File: config.mk
export PLATFORM = sky130hd
export DESIGN_NAME = status_stack_unit_flat
export DESIGN_NICKNAME = d
export VERILOG_FILES = /design/src/rtl/status_stack_if.sv /design/src/rtl/status_stack_unit.sv /design/src/flat_wrapper.sv
export SDC_FILE = /design/constraint.sdc
export NUM_CORES = 1
export LEC_CHECK = 0
export BUFFER_PORTS_ARGS = -buffer_cell sky130_fd_sc_hd__buf_2
export CORE_MARGIN = 10
export CORE_UTILIZATION = 52
export DETAILED_ROUTE_END_ITERATION = 7
export PLACE_DENSITY = 0.84
export SYNTH_ARGS = -nofsm -noshare
export SYNTH_HDL_FRONTEND = slang
export SYNTH_SLANG_ARGS = --single-unit
File: constraint.sdc
create_clock -name clock -period 4.1 [get_ports clock]
set_clock_uncertainty 0.1 [all_clocks]
set_input_delay 1.025 -clock clock [delete_from_list [all_inputs] [get_ports clock]]
set_output_delay 1.025 -clock clock [all_outputs]
set_load 0.1 [all_outputs]
File: src/rtl/status_stack_if.sv
// Bus between the ALU/control unit and status_stack_unit; the unit is the slave.
// With STATUS_COND_EVAL_EN defined, the bus also carries cond_sel/cond_true.
interface status_stack_if #(
    parameter int DATA_WIDTH  = 16,
    parameter int STACK_DEPTH = 4
);
    localparam int CW = $clog2(STACK_DEPTH + 1);

    logic [DATA_WIDTH-1:0] alu_result;
    logic                  carry_in;
    logic                  overflow_in;
    logic                  status_wr;
    logic [3:0]            flag_mask;
    logic                  flags_load;
    logic [3:0]            flags_in;
    logic                  push;
    logic                  pop;
    logic                  err_clr;

    logic [3:0]            flags;
    logic                  flag_Z;
    logic                  flag_N;
    logic                  flag_C;
    logic                  flag_V;
    logic                  stack_full;
    logic                  stack_empty;
    logic [CW-1:0]         stack_count;
    logic                  err_ovf;
    logic                  err_unf;
`ifdef STATUS_COND_EVAL_EN
    logic [3:0]            cond_sel;
    logic                  cond_true;
`endif

    modport master (
        output alu_result, carry_in, overflow_in, status_wr, flag_mask,
               flags_load, flags_in, push, pop, err_clr,
`ifdef STATUS_COND_EVAL_EN
        output cond_sel,
        input  cond_true,
`endif
        input  flags, flag_Z, flag_N, flag_C, flag_V,
               stack_full, stack_empty, stack_count, err_ovf, err_unf
    );

    modport slave (
        input  alu_result, carry_in, overflow_in, status_wr, flag_mask,
               flags_load, flags_in, push, pop, err_clr,
`ifdef STATUS_COND_EVAL_EN
        input  cond_sel,
        output cond_true,
`endif
        output flags, flag_Z, flag_N, flag_C, flag_V,
               stack_full, stack_empty, stack_count, err_ovf, err_unf
    );
endinterface

File: src/rtl/status_stack_unit.sv
// {V,C,N,Z} status register with masked ALU update, direct load and a bounded save/restore stack.
// Optional condition evaluator enabled by defining STATUS_COND_EVAL_EN.
module status_stack_unit #(
    parameter int DATA_WIDTH  = 16,
    parameter int STACK_DEPTH = 4
) (
    input  logic          clock,
    input  logic          status_reset,
    status_stack_if.slave bus
);
    localparam int CW = $clog2(STACK_DEPTH + 1);
    localparam int IW = (STACK_DEPTH > 1) ? $clog2(STACK_DEPTH) : 1;

    logic [3:0]    flags_reg, flags_next;
    logic [CW-1:0] count_reg, count_next;
    logic          err_ovf_reg, err_ovf_next;
    logic          err_unf_reg, err_unf_next;

    logic [3:0]    stack_mem [STACK_DEPTH];

    logic [3:0]    derived;
    logic [3:0]    wr_merge;
    logic          full, empty;
    logic          push_only, pop_only;
    logic          push_ok, pop_ok;
    logic          ovf_evt, unf_evt;
    logic [IW-1:0] wr_idx, top_idx;

    assign derived = {bus.overflow_in, bus.carry_in,
                      bus.alu_result[DATA_WIDTH-1], (bus.alu_result == '0)};

    genvar gi;
    generate
        for (gi = 0; gi < 4; gi++) begin : g_mask
            assign wr_merge[gi] = bus.flag_mask[gi] ? derived[gi] : flags_reg[gi];
        end
    endgenerate

    assign full  = (count_reg == CW'(STACK_DEPTH));
    assign empty = (count_reg == '0);

    // A simultaneous push and pop cancel each other without raising any error.
    assign push_only = bus.push & ~bus.pop;
    assign pop_only  = bus.pop & ~bus.push;
    assign push_ok   = push_only & ~full;
    assign pop_ok    = pop_only & ~empty;
    assign ovf_evt   = push_only & full;
    assign unf_evt   = pop_only & empty;

    assign wr_idx  = count_reg[IW-1:0];
    assign top_idx = IW'(count_reg - CW'(1));

    always_comb begin
        flags_next   = flags_reg;
        count_next   = count_reg;
        err_ovf_next = ovf_evt | (err_ovf_reg & ~bus.err_clr);
        err_unf_next = unf_evt | (err_unf_reg & ~bus.err_clr);

        if (pop_ok)
            flags_next = stack_mem[top_idx];
        else if (bus.flags_load)
            flags_next = bus.flags_in;
        else if (bus.status_wr)
            flags_next = wr_merge;

        if (push_ok)
            count_next = count_reg + CW'(1);
        else if (pop_ok)
            count_next = count_reg - CW'(1);
    end

    always_ff @(posedge clock or posedge status_reset) begin
        if (status_reset) begin
            flags_reg   <= '0;
            count_reg   <= '0;
            err_ovf_reg <= 1'b0;
            err_unf_reg <= 1'b0;
        end else begin
            flags_reg   <= flags_next;
            count_reg   <= count_next;
            err_ovf_reg <= err_ovf_next;
            err_unf_reg <= err_unf_next;
        end
    end

    // Stack storage holds no reset; the count alone defines which entries are live.
    // The pushed value is the registered flags, i.e. the pre-update value.
    always_ff @(posedge clock) begin
        if (push_ok && !status_reset)
            stack_mem[wr_idx] <= flags_reg;
    end

    assign bus.flags       = flags_reg;
    assign bus.flag_Z      = flags_reg[0];
    assign bus.flag_N      = flags_reg[1];
    assign bus.flag_C      = flags_reg[2];
    assign bus.flag_V      = flags_reg[3];
    assign bus.stack_full  = full;
    assign bus.stack_empty = empty;
    assign bus.stack_count = count_reg;
    assign bus.err_ovf     = err_ovf_reg;
    assign bus.err_unf     = err_unf_reg;

`ifdef STATUS_COND_EVAL_EN
    logic cond_next;

    always_comb begin
        cond_next = 1'b0;
        case (bus.cond_sel)
            4'd0:    cond_next = 1'b1;
            4'd1:    cond_next = flags_reg[0];
            4'd2:    cond_next = ~flags_reg[0];
            4'd3:    cond_next = flags_reg[1];
            4'd4:    cond_next = ~flags_reg[1];
            4'd5:    cond_next = flags_reg[2];
            4'd6:    cond_next = ~flags_reg[2];
            4'd7:    cond_next = flags_reg[3];
            4'd8:    cond_next = ~flags_reg[3];
            4'd9:    cond_next = flags_reg[1] ^ flags_reg[3];
            4'd10:   cond_next = ~(flags_reg[1] ^ flags_reg[3]);
            4'd11:   cond_next = flags_reg[2] & ~flags_reg[0];
            default: cond_next = 1'b0;
        endcase
    end

    assign bus.cond_true = cond_next;
`else
    // Condition evaluator not built.
`endif
endmodule

File: src/flat_wrapper.sv
// flat-port wrapper written by rule: the top's interface ports become plain ports
module status_stack_unit_flat 
#(
    parameter int DATA_WIDTH  = 16,
    parameter int STACK_DEPTH = 4
)
  (clock, status_reset, bus_alu_result, bus_carry_in, bus_overflow_in, bus_status_wr, bus_flag_mask, bus_flags_load, bus_flags_in, bus_push, bus_pop, bus_err_clr, bus_flags, bus_flag_Z, bus_flag_N, bus_flag_C, bus_flag_V, bus_stack_full, bus_stack_empty, bus_stack_count, bus_err_ovf, bus_err_unf);
  status_stack_if #(.DATA_WIDTH(DATA_WIDTH), .STACK_DEPTH(STACK_DEPTH)) bus_i ();
  input  logic clock;
  input  logic status_reset;
  input wire logic [$bits(bus_i.alu_result)-1:0] bus_alu_result;
  input wire logic [$bits(bus_i.carry_in)-1:0] bus_carry_in;
  input wire logic [$bits(bus_i.overflow_in)-1:0] bus_overflow_in;
  input wire logic [$bits(bus_i.status_wr)-1:0] bus_status_wr;
  input wire logic [$bits(bus_i.flag_mask)-1:0] bus_flag_mask;
  input wire logic [$bits(bus_i.flags_load)-1:0] bus_flags_load;
  input wire logic [$bits(bus_i.flags_in)-1:0] bus_flags_in;
  input wire logic [$bits(bus_i.push)-1:0] bus_push;
  input wire logic [$bits(bus_i.pop)-1:0] bus_pop;
  input wire logic [$bits(bus_i.err_clr)-1:0] bus_err_clr;
  output wire logic [$bits(bus_i.flags)-1:0] bus_flags;
  output wire logic [$bits(bus_i.flag_Z)-1:0] bus_flag_Z;
  output wire logic [$bits(bus_i.flag_N)-1:0] bus_flag_N;
  output wire logic [$bits(bus_i.flag_C)-1:0] bus_flag_C;
  output wire logic [$bits(bus_i.flag_V)-1:0] bus_flag_V;
  output wire logic [$bits(bus_i.stack_full)-1:0] bus_stack_full;
  output wire logic [$bits(bus_i.stack_empty)-1:0] bus_stack_empty;
  output wire logic [$bits(bus_i.stack_count)-1:0] bus_stack_count;
  output wire logic [$bits(bus_i.err_ovf)-1:0] bus_err_ovf;
  output wire logic [$bits(bus_i.err_unf)-1:0] bus_err_unf;
  assign bus_i.alu_result = bus_alu_result;
  assign bus_i.carry_in = bus_carry_in;
  assign bus_i.overflow_in = bus_overflow_in;
  assign bus_i.status_wr = bus_status_wr;
  assign bus_i.flag_mask = bus_flag_mask;
  assign bus_i.flags_load = bus_flags_load;
  assign bus_i.flags_in = bus_flags_in;
  assign bus_i.push = bus_push;
  assign bus_i.pop = bus_pop;
  assign bus_i.err_clr = bus_err_clr;
  assign bus_flags = bus_i.flags;
  assign bus_flag_Z = bus_i.flag_Z;
  assign bus_flag_N = bus_i.flag_N;
  assign bus_flag_C = bus_i.flag_C;
  assign bus_flag_V = bus_i.flag_V;
  assign bus_stack_full = bus_i.stack_full;
  assign bus_stack_empty = bus_i.stack_empty;
  assign bus_stack_count = bus_i.stack_count;
  assign bus_err_ovf = bus_i.err_ovf;
  assign bus_err_unf = bus_i.err_unf;
  status_stack_unit #(.DATA_WIDTH(DATA_WIDTH), .STACK_DEPTH(STACK_DEPTH)) u_core (.clock(clock), .status_reset(status_reset), .bus(bus_i));
endmodule
==> results.txt <==
The flow ran to the end, and the final reports show no timing, DRC or antenna violations. The worst setup path is of the register to output pin kind. The maximum clock insertion buffer count came out at 2. The final setup TNS is 0 ns. The number of buffer and inverter stages on the critical path is 3. The routability-driven placement congestion ratio is roughly 0.82. The number of standard cells after synthesis is 96.

The post-synthesis to final-layout area growth came out at 19.0%. The dominant combinational cell family by area after synthesis is compound AO/OA/AOI/OAI gates. The setup check on the worst reg-to-reg path leaves a slack of 1.69 ns. The slowest stage of the critical path belongs to the cell dfrtp_1. The max-slew violation count is 0. Before antenna repair, the detailed router went through 4 iterations. The static power due to leakage is about 0.00066 uW. Counting the fill cells in the layout gives approximately 180. The share of the synthesized area in the top cell type is 37.0%. In this run the number of H-tree levels came out at 1.

Clock tree synthesis found a total of 25 sinks. The startpoint identified for the worst hold timing path is u_core.bus.err_unf. The number of setup buffers added after CTS is 0. Global routing used about an eighth of the available tracks. The count of instances resized after the clock tree is built came out at 0. The vertical extent of the die came out at about 70 um. The instance area at placement is approximately 1500 um2. The endpoint identified for the worst register-to-register timing path is u_core.stack_mem[1][1].

The clock latency of the later-clocked register in the worst-skew pair came out at around 0.32 ns. Dividing the final minimum period by the clock period gives 76.2%. The Yosys warning count is 0. The repair_antennas step left the layout with diodes totalling 0. The headroom to the max-slew limit came out at about two thirds. The number of rows created at floorplan is 18. The pin count of the biggest net entering global routing came out at 14. The critical path goes through inv_1 -> ha_1 -> nand2_1 -> inv_1 -> buf_2.

The via count normalized by instance count is ~5.7. The core outline area came out at approximately 2400 um2. The largest fanout on the critical path is 9. The area of all sequential standard cells came out at approximately 710 um2. The switching power of the nets is 694 uW. The adder-cell share of the synthesized area came out at under 10%. When the netlist entered floorplanning its net count stood at 135. CTS placed an instance of clkbuf_4 at the clock tree root. The simple-gate share of the synthesized area is approximately 11%.

The kind of end point of the critical path is an output pin. The worst path needs 3.13 ns of the cycle, external delays included. The power per unit of standard cell area came out at around 790 nW/um2. The part of the total power dissipated in combinational logic came out at 59.5%. Of the total power, the clock network draws under 10%. The die span in x is about 70 um. The number of violations of the max-capacitance limit is 0. The routed wire length is around 3200 um. The number of hold buffers added after CTS was 0.

For this run, the register share of the synthesized area comes to ~54%. The multiplexer share of the synthesized area came out at under 10%. Summing the areas of all xor and xnor instances in the mapped netlist gives 0.674% of the synthesized area. STA classifies the critical path startpoint as a register. The via count of the first global-routing pass came out at roughly 1,100. The count of cells along the worst hold path is 2. On the critical path the largest part of the delay comes from buffers and inverters. The synthesized design contains 25 register bits. The clock-pin slew of the registers on the worst-case setup and hold paths is approximately 0.13 ns. The initial core utilization is between 50% and 60%. The count of placed standard cells in the final layout, fillers left out is ~170. The fraction of the mapped netlist area in compound gates is 14.7%. The total instance count after detailed placement came out at 167.

Setup violations remaining at the end of the flow were counted as 0. The number of nets in the layout came out at ~180. The number of remaining DRC errors came out at 0. The flip-flop count of the largest register after layout came out at 16.

The stage delay of the slowest cell on the critical path came out at around 0.56 ns. The worst flop-to-flop path startpoint is u_core.bus.stack_count[0]. The min-delay analysis places its worst path in the category register to register. At the worst endpoint, the required time is just under 3 ns. Setup repair after global routing left no endpoint under its margin.

The final hold violation count is 0. Registers are responsible for between 30% and 40% of the overall power. Averaged over all synthesized cells, the footprint is between 10 and 15 um2. For hold timing, the worst endpoint is u_core.bus.err_unf. The final design instance area without fill came out at between 1500 and 2000 um2. The switching share of power is between 50 and 60%.

The number of antenna violations at the first check in global routing came out at 0. By area the synthesized netlist is led by edfxtp_1 37%, dfrtp_1 17%, mux4_2 6.9%. The area of the die is a little under 5000 um2. The internal power is approximately 530 uW.

The achievable clock frequency is about 320 MHz. The worst register-to-register path has a depth of 6. The detailed router's first-iteration violation count is 53.

Summed over all layers, the global routing overflow is 0. The global-route wire length before repair is between 5000 and 6000 um. The detailed placer's ending HPWL is about 2500 um. The count of pins on the block boundary came out at 48. The number of buffers created by CTS came out at 3. Yosys mapped the design onto 30 distinct sky130hd cell types. The measured slew at the worst slew-check pin came out at 0.496 ns. The number of I/O port buffers is 47. Counting stages on the worst path, the most repeated cell is inv_1.

In the final layout, the share of cells above drive strength 1 is a little over two fifths. The data arrival time of the worst path came out at 2.00 ns. The count of antenna-violating nets left after detailed routing is 0. The final hold slack came out at ~0.44 ns. The highest ir drop seen on vdd came out at roughly 0.69 mV. TritonCTS built the clock tree. Detailed routing inserted a total of about 980 vias. Summing all multi-input logic gate instances after layout gives 510 um2.

The summed instance area of the synthesized netlist came out at between 1000 and 1500 um2. The cell taking the most area after synthesis is edfxtp_1. The detailed-route wire length per cell came out at approximately 19 um.
==> power by group through the flow <==
| stage | sequential (uW) | combinational, uW | clock [uW] |
|---|---|---|---|
| after CTS | 391 | 735 | 109 |
| after detailed placement | 398 | 732 | 0 |
| after global routing | 399 | 764 | 120 |
| after global placement | 388 | 722 | 0 |
| final | 392 | 731 | 105 |
| after floorplan | 606 | 417 | 0 |
==> worst max path at each step <==
stage                                         start  slack [ns]  cells past startpoint        endpoint
after floorplan           u_core.bus.stack_count[0]        0.83                      5  bus_stack_full
after global placement    u_core.bus.stack_count[0]        1.43                      5  bus_stack_full
after detailed placement  u_core.bus.stack_count[0]        1.33                      5  bus_stack_full
after CTS                 u_core.bus.stack_count[0]        0.95                      5  bus_stack_full
after global routing      u_core.bus.stack_count[0]        0.82                      5  bus_stack_full
final                     u_core.bus.stack_count[0]        0.97                      5  bus_stack_full
==> synthesized netlist by cell type <==
| cell | instances |
|---|---|
| buf_4 | 4 |
| nand2b_1 | 1 |
| ha_1 | 6 |
| or3b_1 | 1 |
| a21oi_1 | 1 |
| dfrtp_1 | 9 |
| nand3_1 | 1 |
| inv_1 | 8 |
| nor3b_2 | 1 |
| nand4_1 | 1 |
| buf_6 | 2 |
| and2b_1 | 1 |
| and2_1 | 5 |
| a31oi_1 | 1 |
| o2111ai_1 | 1 |
| a311oi_1 | 3 |
| a21boi_0 | 3 |
| nor3_1 | 1 |
| o311ai_4 | 1 |
| xnor2_1 | 1 |
| o21ai_0 | 4 |
| o21ai_1 | 3 |
| nand3b_1 | 2 |
| mux4_2 | 4 |
| nand2_1 | 6 |
| o211ai_2 | 2 |
| edfxtp_1 | 16 |
| nor4_1 | 4 |
| o221ai_2 | 2 |
| o22ai_1 | 1 |
==> worst reg2reg max path, delay by kind of cell, from the launching register on <==
| family | cells | cell delay (ns) |
|---|---|---|
| buffers and inverters | 2 | 0.27 |
| flip-flops | 1 | 0.64 |
| adder cells (fa/ha/maj) | 1 | 0.26 |
| AND/OR/NAND/NOR | 3 | 0.84 |
==> per-stage QoR <==
step | util [%] | worst slack [ns] | power, uW
global route | 63.5 | 0.823 | 1280
CTS | 63.5 | 0.954 | 1230
finish | 63.5 | 0.974 | 1230
floorplan | - | 0.830 | 1020
detailed placement | 62.4 | 1.33 | 1130
global placement | 62.4 | 1.43 | 1110
==> cells in the final DEF, fill, tap and decap left out, drive strengths merged, types with 2 or more instances in the layout <==
cell type	instances
buf	47
edfxtp	16
dfrtp	9
inv	8
o21ai	7
nand2	6
ha	6
and2	5
nor4	4
mux4	4
clkbuf	4
a21boi	3
a311oi	3
o221ai	2
o211ai	2
nand3b	2
==> final cells by class <==
type | count | share of cell area [%]
multi-input combinational | 57 | 33.0
sequential | 25 | 45.7
clock buffer | 4 | 1.70
inverter | 8 | 1.94
timing repair buffer | 47 | 15.2
tap | 30 | 2.43
==> metal layers <==
| layer | up-vias | part of all wire (%) | global-route usage (%) |
|---|---|---|---|
| li1 | 453 | - | - |
| met1 | 469 | 42 | 15.8 |
| met2 | 55 | 50 | 21.0 |
| met3 | 2 | 7.5 | 3.67 |
| met4 | 0 | 0.62 | 5.70 |
| met5 | - | 0 | 0 |
==> kinds of logic after synthesis <==
kind of cell / count (synthesis)
xor gates and xnor gates: 1
and+or+nand+nor: 24
buffers and inverters: 14
adders and majority gates: 6
muxes: 4
DFF: 25
AOI/OAI and AO/OA: 22
(Power assumes the default switching activity.)
